[src/rtl/approx_adder_err_monitor_if.sv]
// Sample stream into the error monitor: operands plus the
// approximate sum, with a valid/ready handshake.
interface approx_adder_err_monitor_if #(
  parameter int WIDTH = 16
);
  logic             in_valid;
  logic             in_ready;
  logic [WIDTH-1:0] in_a;
  logic [WIDTH-1:0] in_b;
  logic [WIDTH:0]   in_sum;

  modport master (
    output in_valid, in_a, in_b, in_sum,
    input  in_ready
  );

  modport slave (
    input  in_valid, in_a, in_b, in_sum,
    output in_ready
  );
endinterface

[src/rtl/approx_adder_err_monitor.sv]
// Windowed error statistics for an approximate adder under test.
// Optional MON_BIAS_EN adds signed error sum and mean error outputs.
module approx_adder_err_monitor #(
  parameter int WIDTH        = 16,
  parameter int LOG2_SAMPLES = 8
) (
  input  logic                            clk,
  input  logic                            rst,
  input  logic                            start,
  approx_adder_err_monitor_if.slave       s,
  output logic                            busy,
  output logic                            done,
  output logic [LOG2_SAMPLES:0]           err_count,
  output logic [WIDTH:0]                  max_ed,
  output logic [2*(WIDTH+1)+LOG2_SAMPLES-1:0] sse,
`ifdef MON_BIAS_EN
  output logic [2*(WIDTH+1)-1:0]          mse,
  output logic signed [WIDTH+1+LOG2_SAMPLES:0] err_sum,
  output logic signed [WIDTH+1:0]         mean_err
`else
  output logic [2*(WIDTH+1)-1:0]          mse
`endif
);

  localparam int W1 = WIDTH + 1;
  localparam int CW = LOG2_SAMPLES + 1;
  localparam int SW = 2 * W1 + LOG2_SAMPLES;
  localparam logic [CW-1:0] LAST = CW'((1 << LOG2_SAMPLES) - 1);

  typedef enum logic [1:0] {IDLE, RUN, DRAIN, DONE} state_t;

  state_t        state;
  logic [CW-1:0] sample_cnt;
  logic          s1_valid;
  logic [W1-1:0] s1_ed;
  logic          s1_nz;

  logic          accept;
  logic [W1-1:0] exact;
  logic [W1-1:0] ed_c;
  logic [2*W1-1:0] ed_w;
  logic [2*W1-1:0] sq;

  assign accept = s.in_valid & s.in_ready;
  assign exact  = W1'(s.in_a) + W1'(s.in_b);
  assign ed_c   = (exact >= s.in_sum) ? exact - s.in_sum
                                      : s.in_sum - exact;
  assign ed_w   = {{W1{1'b0}}, s1_ed};
  // 2*W1 bits hold the full square, so nothing is lost here
  assign sq     = ed_w * ed_w;

`ifdef MON_BIAS_EN
  logic signed [W1:0] diff_c;
  logic signed [W1:0] s1_diff;
  assign diff_c = $signed({1'b0, exact}) - $signed({1'b0, s.in_sum});
`endif

  always_ff @(posedge clk or posedge rst) begin
    if (rst) begin
      state      <= IDLE;
      sample_cnt <= '0;
      s1_valid   <= 1'b0;
      s1_ed      <= '0;
      s1_nz      <= 1'b0;
      s.in_ready <= 1'b0;
      busy       <= 1'b0;
      done       <= 1'b0;
      err_count  <= '0;
      max_ed     <= '0;
      sse        <= '0;
      mse        <= '0;
`ifdef MON_BIAS_EN
      s1_diff    <= '0;
      err_sum    <= '0;
      mean_err   <= '0;
`endif
    end else begin
      s1_valid <= accept;
      if (accept) begin
        s1_ed <= ed_c;
        s1_nz <= (ed_c != '0);
`ifdef MON_BIAS_EN
        s1_diff <= diff_c;
`endif
      end

      if (s1_valid) begin
        sse       <= sse + {{LOG2_SAMPLES{1'b0}}, sq};
        err_count <= err_count + {{LOG2_SAMPLES{1'b0}}, s1_nz};
        if (s1_ed > max_ed) max_ed <= s1_ed;
`ifdef MON_BIAS_EN
        err_sum <= err_sum
                 + {{LOG2_SAMPLES{s1_diff[W1]}}, s1_diff};
`endif
      end

      mse <= sse[SW-1:LOG2_SAMPLES];
`ifdef MON_BIAS_EN
      mean_err <= err_sum[WIDTH+1+LOG2_SAMPLES:LOG2_SAMPLES];
`endif

      unique case (state)
        IDLE, DONE: begin
          if (start) begin
            state      <= RUN;
            sample_cnt <= '0;
            s.in_ready <= 1'b1;
            busy       <= 1'b1;
            done       <= 1'b0;
            err_count  <= '0;
            max_ed     <= '0;
            sse        <= '0;
            mse        <= '0;
`ifdef MON_BIAS_EN
            err_sum    <= '0;
            mean_err   <= '0;
`endif
          end
        end
        RUN: begin
          if (accept) begin
            sample_cnt <= sample_cnt + 1'b1;
            if (sample_cnt == LAST) begin
              state      <= DRAIN;
              s.in_ready <= 1'b0;
            end
          end
        end
        DRAIN: begin
          // accumulators take the last stage-1 sample this cycle
          if (!s1_valid) begin
            state <= DONE;
            busy  <= 1'b0;
            done  <= 1'b1;
          end
        end
      endcase
    end
  end

endmodule

[src/flat_wrapper.sv]
// flat-port wrapper written by rule: the top's interface ports become plain ports
module approx_adder_err_monitor_flat 
#(
  parameter int WIDTH        = 16,
  parameter int LOG2_SAMPLES = 8
)
  (clk, rst, start, busy, done, err_count, max_ed, sse, mse, s_in_valid, s_in_a, s_in_b, s_in_sum, s_in_ready);
  approx_adder_err_monitor_if #(.WIDTH(WIDTH)) s_i ();
  input  logic clk;
  input  logic rst;
  input  logic start;
  output logic busy;
  output logic done;
  output logic [LOG2_SAMPLES:0] err_count;
  output logic [WIDTH:0] max_ed;
  output logic [2*(WIDTH+1)+LOG2_SAMPLES-1:0] sse;
  output logic [2*(WIDTH+1)-1:0] mse;
  input wire logic [$bits(s_i.in_valid)-1:0] s_in_valid;
  input wire logic [$bits(s_i.in_a)-1:0] s_in_a;
  input wire logic [$bits(s_i.in_b)-1:0] s_in_b;
  input wire logic [$bits(s_i.in_sum)-1:0] s_in_sum;
  output wire logic [$bits(s_i.in_ready)-1:0] s_in_ready;
  assign s_i.in_valid = s_in_valid;
  assign s_i.in_a = s_in_a;
  assign s_i.in_b = s_in_b;
  assign s_i.in_sum = s_in_sum;
  assign s_in_ready = s_i.in_ready;
  approx_adder_err_monitor #(.WIDTH(WIDTH), .LOG2_SAMPLES(LOG2_SAMPLES)) u_core (.clk(clk), .rst(rst), .start(start), .s(s_i), .busy(busy), .done(done), .err_count(err_count), .max_ed(max_ed), .sse(sse), .mse(mse));
endmodule
[config.mk]
export PLATFORM = sky130hd
export DESIGN_NAME = approx_adder_err_monitor_flat
export DESIGN_NICKNAME = d
export VERILOG_FILES = /design/src/rtl/approx_adder_err_monitor_if.sv /design/src/rtl/approx_adder_err_monitor.sv /design/src/flat_wrapper.sv
export SDC_FILE = /design/constraint.sdc
export NUM_CORES = 1
export LEC_CHECK = 0
export BUFFER_PORTS_ARGS = -buffer_cell sky130_fd_sc_hd__buf_2
export CELL_PAD_IN_SITES_DETAIL_PLACEMENT = 1
export CELL_PAD_IN_SITES_GLOBAL_PLACEMENT = 2
export CORE_AREA = 4 4 250 191
export DETAILED_ROUTE_END_ITERATION = 16
export DIE_AREA = 0 0 254 195
export GPL_ROUTABILITY_DRIVEN = 0
export GPL_TIMING_DRIVEN = 0
export PLACE_DENSITY_LB_ADDON = 0.1
export SYNTH_ARGS = -nofsm -noshare
export SYNTH_HDL_FRONTEND = slang
export SYNTH_SLANG_ARGS = --single-unit
export TNS_END_PERCENT = 10
[constraint.sdc]
create_clock -name clk -period 8.8 [get_ports clk]
set_input_delay 0.88 -clock clk [delete_from_list [all_inputs] [get_ports clk]]
set_output_delay 0.88 -clock clk [all_outputs]
set_load 0.05 [all_outputs]
==> out/metrics.cfg, run 1 <==
[routing]
final_antenna_net_count = 0
vias_per_cell = 5.034
vias = 13820
drtIter0Drc = 658
drt-pass1-iter-count = 5
finalWirelength_mm = 55.76
routedWlPerCell_um = 20.30
drc = 0

[worst_setup_path]
cp_top_family = adder cells
crit_fanout = 10
crit_arrival_ns = 8.85
cpPeakStageDelay_ns = 0.63
crit_cells = 25
cp-end-kind = flip-flop
worstPathRequired_ns = 9.18
crit_buf_inv = 7
cp_common_cell = fa_1
critPathSlowestCell = clkbuf_1
critPathLaunchType = flip-flop
r2r_cells = 25
path_class = flip-flop to flip-flop

[clock_tree]
insertion_delay_ns = 0.48
path_clk_slew_ns = 0.07
cts_tree = built
cts_setup_buffers = 0
ctsHoldBuffers = 0
htreeDepth = 4
cts_max_path_buffers = 2
clockRootBuffer = clkbuf_16
cts_inserted_buffers = 17
clkSinkCount = 135

[sta]
setup-violations-final = 0
fin_crit_sh_pct = 96.31
fmax_ghz = 0.1180
worstMarginPinSlew_ns = 1.147
finClkSkew_ns = 0.02907
layout_min_cycle_time_ns = 8.475
slew_headroom_pct = 22.84
hold_ws_ns = 0.4389
finalHoldViolCount = 0
slew_violations = 0

[yosys]
synth_fa_ha_area_share_pct = 39.23
yosysWarningCount = 0
synth_edf_count = 0
synth.distinct_cells = 60
synthMuxAreaShare_pct = 2.318
async_reset_ff_share_pct = 100.0
syn_area_mm2 = 0.01749
syn_nets = 2428
synthXorXnorAreaFrac_pct = 4.407
syn_avg_cell_area_um2 = 8.919
synth_compound_area_share_pct = 10.61
ys_ff_latch = 135
yosysSeqAreaShare_pct = 19.32
yosys.area_share.simple_pct = 12.70
synth_top_family_by_area = adder cells
syn_inst = 1961
synth_top_flop_cell = dfrtp_1

[layout]
final_util_pct = 43.11
drive_above_1_share_pct = 10.05
area_growth_pct = 11.99
stdcell_area_mm2 = 0.01959
fin_cells = 2746
layout.nets = 2604
fillers = 5479

[floorplanning]
boundaryPins = 158
start_util_pct = 38.49
rows = 68
dieArea_mm2 = 0.04953
core_area_mm2 = 0.04543
die_w_um = 254
die_height_um = 195

[placement]
dp_hpwl_mm = 45.75
port_buffers = 157
placed_cells = 2714
dpl_cell_area_mm2 = 0.01905

[global_routing]
grt_pass1_wl_mm = 87.72
grt_max_degree = 91
grtUsageTotal_pct = 23.18
grt_pass1_vias = 15170
grt-ovfl-total = 0
antenna_found_initial = 3

[hold_path]
hold_class = input port to asynchronous set/reset pin

[outcome]
outcome = completed

[run]
maxCapViolations = 0

## synthesized netlist by cell type (3+ instances only)
cell type / n / area (um2)
and3_1: 12 / 75.07
buf_2: 6 / 30.03
o31a_1: 4 / 35.03
o21ai_0: 65 / 325.3
o21bai_1: 13 / 97.59
nand2_1: 136 / 510.5
clkbuf_1: 54 / 202.7
mux2i_1: 36 / 360.4
xnor2_1: 54 / 473.0
nor2_1: 127 / 476.7
nor2b_1: 13 / 81.33
mux2_2: 4 / 45.04
nand4_1: 20 / 125.1
dfrtp_1: 135 / 3378
buf_1: 8 / 30.03
a31oi_1: 5 / 31.28
nand3b_1: 5 / 37.54
nand3_1: 38 / 190.2
fa_1: 224 / 4484
o21a_1: 13 / 97.59
o41ai_1: 3 / 26.28
and2_1: 68 / 425.4
a311oi_1: 3 / 26.28
a211o_1: 3 / 26.28
or2_2: 6 / 37.54
a211oi_1: 15 / 112.6
a31o_2: 4 / 35.03
a21oi_1: 96 / 480.5
buf_6: 3 / 33.78
nor3_1: 12 / 60.06
xor2_1: 34 / 297.8
o22ai_1: 3 / 18.77
a21o_1: 40 / 300.3
inv_1: 453 / 1700
or3_1: 11 / 68.82
o211ai_1: 3 / 22.52
ha_1: 190 / 2377
nand2b_1: 11 / 68.82
## routing by layer
metal	GRT usage (%)	part of all wire (%)
met1	33.15	48
met2	36.47	45
met3	4.714	4.5
met4	5.280	1.8
met5	0	0.023
## layout by cell type (no fill, tap or decap), drive strengths merged, types with 3 or more instances in the layout
master / Yosys / layout
or2: 6 / 6
nand2: 136 / 136
o21ai: 66 / 66
nor3: 12 / 12
o21a: 13 / 13
clkinv: 0 / 6
o41ai: 3 / 3
xnor2: 54 / 54
o22ai: 3 / 3
a311oi: 3 / 3
inv: 453 / 457
nor2b: 13 / 13
a211o: 3 / 3
buf: 17 / 175
ha: 190 / 190
mux2: 4 / 4
fa: 224 / 224
xor2: 34 / 34
a31o: 5 / 5
and3: 12 / 12
nand4: 20 / 20
a21boi: 3 / 3
nand2b: 11 / 11
a211oi: 15 / 15
o31a: 4 / 4
nand3: 38 / 38
clkbuf: 54 / 73
nor2: 127 / 127
and2: 68 / 68
o211ai: 3 / 3
a21o: 40 / 40
mux2i: 36 / 36
o21bai: 13 / 13
a31oi: 5 / 5
a21oi: 96 / 96
dfrtp: 135 / 135
nand3b: 5 / 5
or3: 11 / 11
## per-stage QoR
| stage | worst slack, ns | setup TNS [ns] |
|---|---|---|
| 2_1_floorplan | 2.332 | 0 |
| 3_3_place_gp | 0.07114 | 0 |
| 3_5_place_dp | -0.005858 | -0.005858 |
| 4_1_cts | 0.2358 | 0 |
| 5_1_grt | -0.0002816 | -0.0002816 |
| 6_report | 0.3250 | 0 |
## repair_timing
action                     CTS  global route
setup endpoints to repair    1             3
hold endpoints to repair     0             0
gates resized for setup      1             4
## cell type report
class	instances	area [um2]	area share [%]
clock buffers	20	436.7	2.229
well taps	595	744.5	3.801
repair buffers	158	813.3	4.152
clock inverters	12	95.09	0.4855
flip-flops and latches	135	3378	17.25
diodes	1	2.502	0.01278
multi-input cells	1302	12110	61.85
inverters	453	1705	8.707
plain buffers	70	296.5	1.514
## cells by family after synthesis
kind of cell               count (synthesis)
AOI/OAI and AO/OA                        293
xor gates and xnor gates                  88
adders and majority gates                414
buffers and inverters                    524
DFF                                      135
muxes                                     40
and+or+nand+nor                          467
## path summary, 6_finish.rpt
path / endpoint / from / slack (ns)
setup / recovery: u_core.sse[41]$_DFF_PP0_ / u_core.s1_ed[2]$_DFFE_PP0P_ / 0.33
hold / removal: u_core.mse[4]$_DFF_PP0_ / rst / 0.44
setup reg to reg: u_core.sse[41]$_DFF_PP0_ / u_core.s1_ed[2]$_DFFE_PP0P_ / 0.33
hold reg to reg: u_core.s.in_ready$_DFFE_PP0P_ / u_core.s.in_ready$_DFFE_PP0P_ / 0.50
max in group asynchronous: u_core.max_ed[3]$_DFF_PP0_ / rst / 7.50
min in group clk: u_core.s.in_ready$_DFFE_PP0P_ / u_core.s.in_ready$_DFFE_PP0P_ / 0.50
## registers in the layout, summed over array words and instances (netlist names), 2 cells and up
register and cells:
u_core.err_count 9, u_core.max_ed 17, u_core.mse 34, u_core.s1_ed 17
u_core.sample_cnt 9, u_core.sse 42, u_core.state 2
Power of run 1 is not shown: default switching activity piles up to over one toggle a cycle in this logic, so the estimate is an artifact.
==> run 2, diff against run 1 <==
Settings changed: RECOVER_POWER set to 100.
==> run 2 against run 1 <==
Net effect: the run now ends with capacitance limit, slew limit left; final cell count is essentially flat; register-to-register slack about the same; sequential share of layout area rose by 0.17 points; wire length rose by 0.15%; non-clock buffer count is the same; global-route usage did not move; final area fell by 0.96%; clock-buffer cell count is the same; first-iteration DRC count fell by 4.9%; die area is the same; maximum frequency barely moved; via count is 0.12% higher.
==> out/metrics.cfg, run 2 (synthesized netlist as in run 1, its figures left out) <==
[outcome]
outcome = finished, violations left
failed_checks = capacitance limit, slew limit

[placement]
port_buffers = 157  ; unchanged
preCtsSetupSlack_ns = -0.005858  ; unchanged
dp_hpwl_mm = 45.75  ; unchanged

[routing]
finalWirelength_mm = 55.84  ; +0.15%
drc = 0  ; unchanged
drtIter0Drc = 626  ; -4.9%
routedWlPerCell_um = 20.33  ; +0.12%
vias_per_cell = 5.039  ; about the same
final_antenna_net_count = 0  ; unchanged
drt-pass1-iter-count = 5  ; unchanged
vias = 13840  ; +0.12%

[floorplanning]
die_height_um = 195  ; unchanged
core_area_mm2 = 0.04543  ; unchanged
rows = 68  ; unchanged
boundaryPins = 158  ; unchanged
start_util_pct = 38.49  ; unchanged
dieArea_mm2 = 0.04953  ; unchanged
die_w_um = 254  ; unchanged

[clock_tree]
path_clk_slew_ns = 0.07  ; about the same
insertion_delay_ns = 0.48  ; about the same
clkSinkCount = 135  ; unchanged
cts_resized = 1  ; unchanged
clockRootBuffer = clkbuf_16
htreeDepth = 4  ; unchanged
cts_max_path_buffers = 2  ; unchanged
ctsHoldBuffers = 0  ; unchanged
cts_setup_buffers = 0  ; unchanged
cts_tree = built
cts_inserted_buffers = 17  ; unchanged

[run]
maxCapViolations = 3  ; +3

[worst_setup_path]
r2r_cells = 24  ; -4.0%
cp-end-kind = flip-flop
critPathLaunchType = flip-flop
path_class = flip-flop to flip-flop
crit_arrival_ns = 8.78  ; -0.07 ns
worstPathRequired_ns = 9.11  ; -0.07 ns
crit_buf_inv = 7  ; unchanged
critPathSlowestCell = clkbuf_1
cp_common_cell = fa_1
crit_fanout = 10  ; unchanged
rr_endpoint = u_core.sse[38]$_DFF_PP0_
cpPeakStageDelay_ns = 0.64  ; about the same
cp_cell_sequence = clkbuf_1 -> clkbuf_1 -> nand2_1 -> fa_1 -> inv_1 -> fa_1 -> inv_1 -> fa_1 -> inv_1 -> fa_1 -> fa_1 -> inv_1 -> fa_1 -> inv_1 -> ha_1 -> nand3_1 -> nor2_1 -> nand4_1 -> o211a_1 -> o21ai_0 -> o2111ai_1 -> a21boi_0 -> xnor2_1 -> nor2_1
r2r_slack_ns = 0.33  ; about the same
cp_top_family = adder cells
r2r-start = u_core.s1_ed[2]$_DFFE_PP0P_

[global_routing]
grt_pass1_wl_mm = 87.72  ; unchanged
grt-ovfl-total = 0  ; unchanged
grt_pass1_vias = 15170  ; unchanged
antenna_found_initial = 3  ; unchanged
grt_max_degree = 91  ; unchanged
grtUsageTotal_pct = 23.18  ; unchanged

[layout]
largest_register = u_core.sse
layout_common_cells = inv_1, fa_1, ha_1
fillers = 5521  ; +0.77%
layout.nets = 2604  ; unchanged
drive_above_1_share_pct = 4.884  ; -5.2 points
area_growth_pct = 10.91
layout_commonest_cell = inv_1
largest_reg_flops = 42  ; unchanged
top_regs = u_core.sse: 42 flops, u_core.mse: 34 flops
final_util_pct = 42.69  ; -0.42 points

[hold_path]
hp-start = u_core.s.in_ready$_DFFE_PP0P_
hold_class = flip-flop to flip-flop
worstHoldPathCells = 1
min_to = u_core.s.in_ready$_DFFE_PP0P_

[sta]
finalHoldViolCount = 0  ; unchanged
fin_crit_sh_pct = 96.25  ; about the same
fmax_ghz = 0.1181  ; about the same
slew_headroom_pct = -237.5  ; -260 points
slew_violations = 138  ; +138
setup-violations-final = 0  ; unchanged
finClkSkew_ns = 0.02852  ; -0.0005464 ns
hold_ws_ns = 0.5050  ; +0.06619 ns
worstMarginPinSlew_ns = 5.062  ; +3.915 ns
layout_setup_ws_ns = 0.3300  ; +0.004930 ns
layout_min_cycle_time_ns = 8.470  ; -0.004930 ns

-- run 2: area by class of cell --
class	instances	area, um2	area share [%]
Timing Repair Buffer	158	656.9	3.386
Tap cell	595	744.5	3.838
Inverter	453	1702	8.772
Antenna cell	2	5.005	0.02580
Sequential cell	135	3378	17.42
Clock buffer	20	436.7	2.251
Buffer	70	287.8	1.484
Clock inverter	12	95.09	0.4902
Multi-Input combinational cell	1302	12090	62.34
-- run 2: worst max-delay path by stage --
stage                                       startpoint                  endpoint  slack (ns)  cells after the start
final                      u_core.s1_ed[2]$_DFFE_PP0P_  u_core.sse[38]$_DFF_PP0_        0.33                     24
after global routing       u_core.s1_ed[8]$_DFFE_PP0P_  u_core.sse[41]$_DFF_PP0_     -0.0003                     26
after CTS                  u_core.s1_ed[4]$_DFFE_PP0P_  u_core.sse[38]$_DFF_PP0_        0.24                     24
after detailed placement   u_core.s1_ed[4]$_DFFE_PP0P_  u_core.sse[38]$_DFF_PP0_      -0.006                     24
after global placement     u_core.s1_ed[4]$_DFFE_PP0P_  u_core.sse[38]$_DFF_PP0_        0.07                     24
after floorplan           u_core.s1_ed[14]$_DFFE_PP0P_  u_core.sse[41]$_DFF_PP0_        2.33                     26
-- run 2: worst reg2reg max path, stage by stage, from the launching register on --
cell	delay, ns
dfrtp_1	0.49
clkbuf_1	0.64
clkbuf_1	0.50
nand2_1	0.19
fa_1	0.51
inv_1	0.05
fa_1	0.53
inv_1	0.05
fa_1	0.51
inv_1	0.06
fa_1	0.46
fa_1	0.52
inv_1	0.05
fa_1	0.47
inv_1	0.04
ha_1	0.36
nand3_1	0.21
nor2_1	0.46
nand4_1	0.41
o211a_1	0.43
o21ai_0	0.62
o2111ai_1	0.28
a21boi_0	0.27
xnor2_1	0.14
nor2_1	0.06
-- run 2: routing by layer --
| metal | track usage [%] | wire [um] |
|---|---|---|
| met2 | 36.47 | 25280 |
| met1 | 33.15 | 27160 |
| met4 | 5.280 | 1018 |
| met5 | 0 | 13 |
| met3 | 4.714 | 2375 |
-- run 2: metrics by stage --
step / setup TNS (ns) / instances / area (um2)
floorplan: 0 / 1961 / 17490
global placement: 0 / 2713 / 19020
detailed placement: -0.005858 / 2714 / 19050
CTS: 0 / 2746 / 19590
global route: -0.0003038 / 2746 / 19390
finish: 0 / 2747 / 19400
Power of run 2 is left out for the same reason.
==> run 3, diff against run 2 <==
Settings changed: CORE_AREA 4 4 250 191 to 4 4 184 258, DIE_AREA 0 0 254 195 to 0 0 188 262.
==> run 3 against run 2 <==
Net effect: the run still ends with capacitance limit, slew limit left; via count down 0.47%; wire length decreased by 3.2%; clock skew down 0.016 ns; sequential cell count is the same; clock-buffer cell count is 2 higher; core utilization rose by 0.56 points; die area decreased by 0.55%; final area up 0.35%; setup slack better by 0.14 ns; register-to-register slack improved by 0.14 ns; maximum frequency increased by 1.7%; critical path type unchanged; critical endpoint unchanged.
==> out/metrics.cfg, run 3 (synthesized netlist as in run 1, its figures left out) <==
[floorplanning]
die_height_um = 262  ; +34%
die_w_um = 188  ; -26%
dieArea_mm2 = 0.04926  ; -0.55%
rows = 92  ; +35%
start_util_pct = 38.86  ; +0.36 points
core_area_mm2 = 0.04501  ; -0.94%
boundaryPins = 158  ; unchanged

[layout]
area_growth_pct = 11.30
drive_above_1_share_pct = 4.837  ; -0.047 points
largest_reg_flops = 42  ; unchanged
top_regs = u_core.sse: 42 flops, u_core.mse: 34 flops
layout_commonest_cell = inv_1
fillers = 5418  ; -1.9%
layout_common_cells = inv_1, fa_1, ha_1
diodes = 0  ; -2
layout.nets = 2605  ; +0.038%
largest_register = u_core.sse
fin_cells = 2761  ; +0.51%

[placement]
placed_cells = 2730  ; +0.59%
port_buffers = 157  ; unchanged
dp_hpwl_mm = 44.88  ; -1.9%

[sta]
fmax_ghz = 0.1201  ; +1.7%
slew_violations = 138  ; unchanged
finalHoldViolCount = 0  ; unchanged
fin_crit_sh_pct = 94.61  ; -1.6 points
worstMarginPinSlew_ns = 5.023  ; -0.03886 ns
finClkSkew_ns = 0.01247  ; -0.01605 ns
hold_ws_ns = 0.5172  ; +0.01214 ns
setup-violations-final = 0  ; unchanged
layout_min_cycle_time_ns = 8.326  ; -0.1443 ns
slew_headroom_pct = -234.9  ; +2.6 points
fin_setup_tns_ns = 0  ; unchanged
rsz0062_at_grt = no

[worst_setup_path]
crit_cells = 24  ; unchanged
cp-end-kind = flip-flop
cpPeakStageDelay_ns = 0.60  ; -0.04 ns
crit_arrival_ns = 8.63  ; -0.15 ns
worstPathRequired_ns = 9.11  ; about the same
critPathLaunchType = flip-flop
path_class = flip-flop to flip-flop
crit_fanout = 10  ; unchanged
cp_top_family = adder cells
critPathSlowestCell = clkbuf_1
r2r_cells = 24  ; unchanged
cp_common_cell = fa_1
crit_buf_inv = 7  ; unchanged
cp_cell_sequence = clkbuf_1 -> clkbuf_1 -> nand2_1 -> fa_1 -> inv_1 -> fa_1 -> inv_1 -> fa_1 -> inv_1 -> fa_1 -> fa_1 -> inv_1 -> fa_1 -> inv_1 -> ha_1 -> nand3_1 -> nor2_2 -> nand4_1 -> o211a_1 -> o21ai_0 -> o2111ai_1 -> a21boi_0 -> xnor2_1 -> nor2_1

[global_routing]
grt_pass1_vias = 15580  ; +2.7%
antenna_found_initial = 1  ; -2
grt_pass1_wl_mm = 85.89  ; -2.1%
grtUsageTotal_pct = 22.64  ; -0.54 points
grt_max_degree = 90  ; -1.1%
grt-ovfl-total = 0  ; unchanged

[clock_tree]
cts_tree = built
ctsHoldBuffers = 0  ; unchanged
cts_max_path_buffers = 2  ; unchanged
path_clk_slew_ns = 0.06  ; about the same
cts_setup_buffers = 0  ; unchanged
clockRootBuffer = clkbuf_16
htreeDepth = 4  ; unchanged
cts_inserted_buffers = 17  ; unchanged
clkSinkCount = 135  ; unchanged
insertion_delay_ns = 0.46  ; -0.02 ns

[routing]
routedWlPerCell_um = 19.57  ; -3.7%
drt-pass1-iter-count = 4  ; -1
finalWirelength_mm = 54.03  ; -3.2%
final_antenna_net_count = 0  ; unchanged
drc = 0  ; unchanged
drtIter0Drc = 400  ; -36%
vias = 13780  ; -0.47%
vias_per_cell = 4.989  ; -0.97%

[outcome]
failed_checks = capacitance limit, slew limit
outcome = finished, violations left

[hold_path]
hold_class = flip-flop to flip-flop
worstHoldPathCells = 1  ; unchanged

[run]
maxCapViolations = 2  ; -1

==> run 3: cell count changes in the layout (fill, tap and decap cells not counted), sizes merged <==
| cell | delta |
|---|---|
| clkinv | -3 |
| bufinv | +2 |
| clkbuf | +2 |
| diode | -2 |
| buf | +1 |
| clkinvlp | -1 |
| inv | -1 |
==> run 3: what timing repair did <==
item                                   4_1_cts  5_1_grt
endpoints found under the hold margin        0        0
resized for setup                            0        3
setup endpoints to repair                    0        4
==> run 3: worst paths after layout <==
check	from	end	slack, ns
min in group asynchronous	rst	u_core.sample_cnt[4]$_DFFE_PP0P_	1.05
max	u_core.s1_ed[2]$_DFFE_PP0P_	u_core.sse[38]$_DFF_PP0_	0.47
min	u_core.s.in_ready$_DFFE_PP0P_	u_core.s.in_ready$_DFFE_PP0P_	0.52
min reg2reg	u_core.s.in_ready$_DFFE_PP0P_	u_core.s.in_ready$_DFFE_PP0P_	0.52
max in group asynchronous	rst	u_core.mse[9]$_DFF_PP0_	2.09
max reg2reg	u_core.s1_ed[2]$_DFFE_PP0P_	u_core.sse[38]$_DFF_PP0_	0.47
==> run 3: worst reg2reg max path, stage by stage (launching register included) <==
cell and delay (ns):
dfrtp_1 0.41, clkbuf_1 0.54, clkbuf_1 0.61, nand2_1 0.23
fa_1 0.53, inv_1 0.06, fa_1 0.52, inv_1 0.06
fa_1 0.50, inv_1 0.06, fa_1 0.45, fa_1 0.52
inv_1 0.05, fa_1 0.47, inv_1 0.04, ha_1 0.36
nand3_1 0.24, nor2_2 0.43, nand4_1 0.52, o211a_1 0.48
o21ai_0 0.41, o2111ai_1 0.24, a21boi_0 0.27, xnor2_1 0.16
nor2_1 0.06
==> run 3: metrics by stage <==
step	area [um2]	utilization [%]	setup WS (ns)
after floorplan	17490	-	2.332
after global placement	19040	42.30	0.1961
after detailed placement	19070	42.37	0.1547
after CTS	19650	43.66	0.09558
after global routing	19470	43.25	0.08137
final	19470	43.25	0.4742
==> run 3: final cells by class <==
class	instances	area (um2)	area share, %
Tap cell	611	764.5	3.927
Inverter	453	1702	8.741
Clock buffer	22	464.2	2.385
Buffer	71	289.0	1.485
Sequential cell	135	3378	17.35
Multi-Input combinational cell	1302	12090	62.13
Clock inverter	9	116.4	0.5978
Timing Repair Buffer	158	658.1	3.381
==> run 3: metal layers <==
metal / up-vias / wire length (um) / global-route usage [%]
met2: 214 / 29580 / 43.55
met1: 6985 / 20250 / 24.63
met4: 0 / 2625 / 10.73
met3: 81 / 1580 / 2.671
met5: - / 0 / 0
li1: 6496 / - / -
Power of run 3 is left out for the same reason.
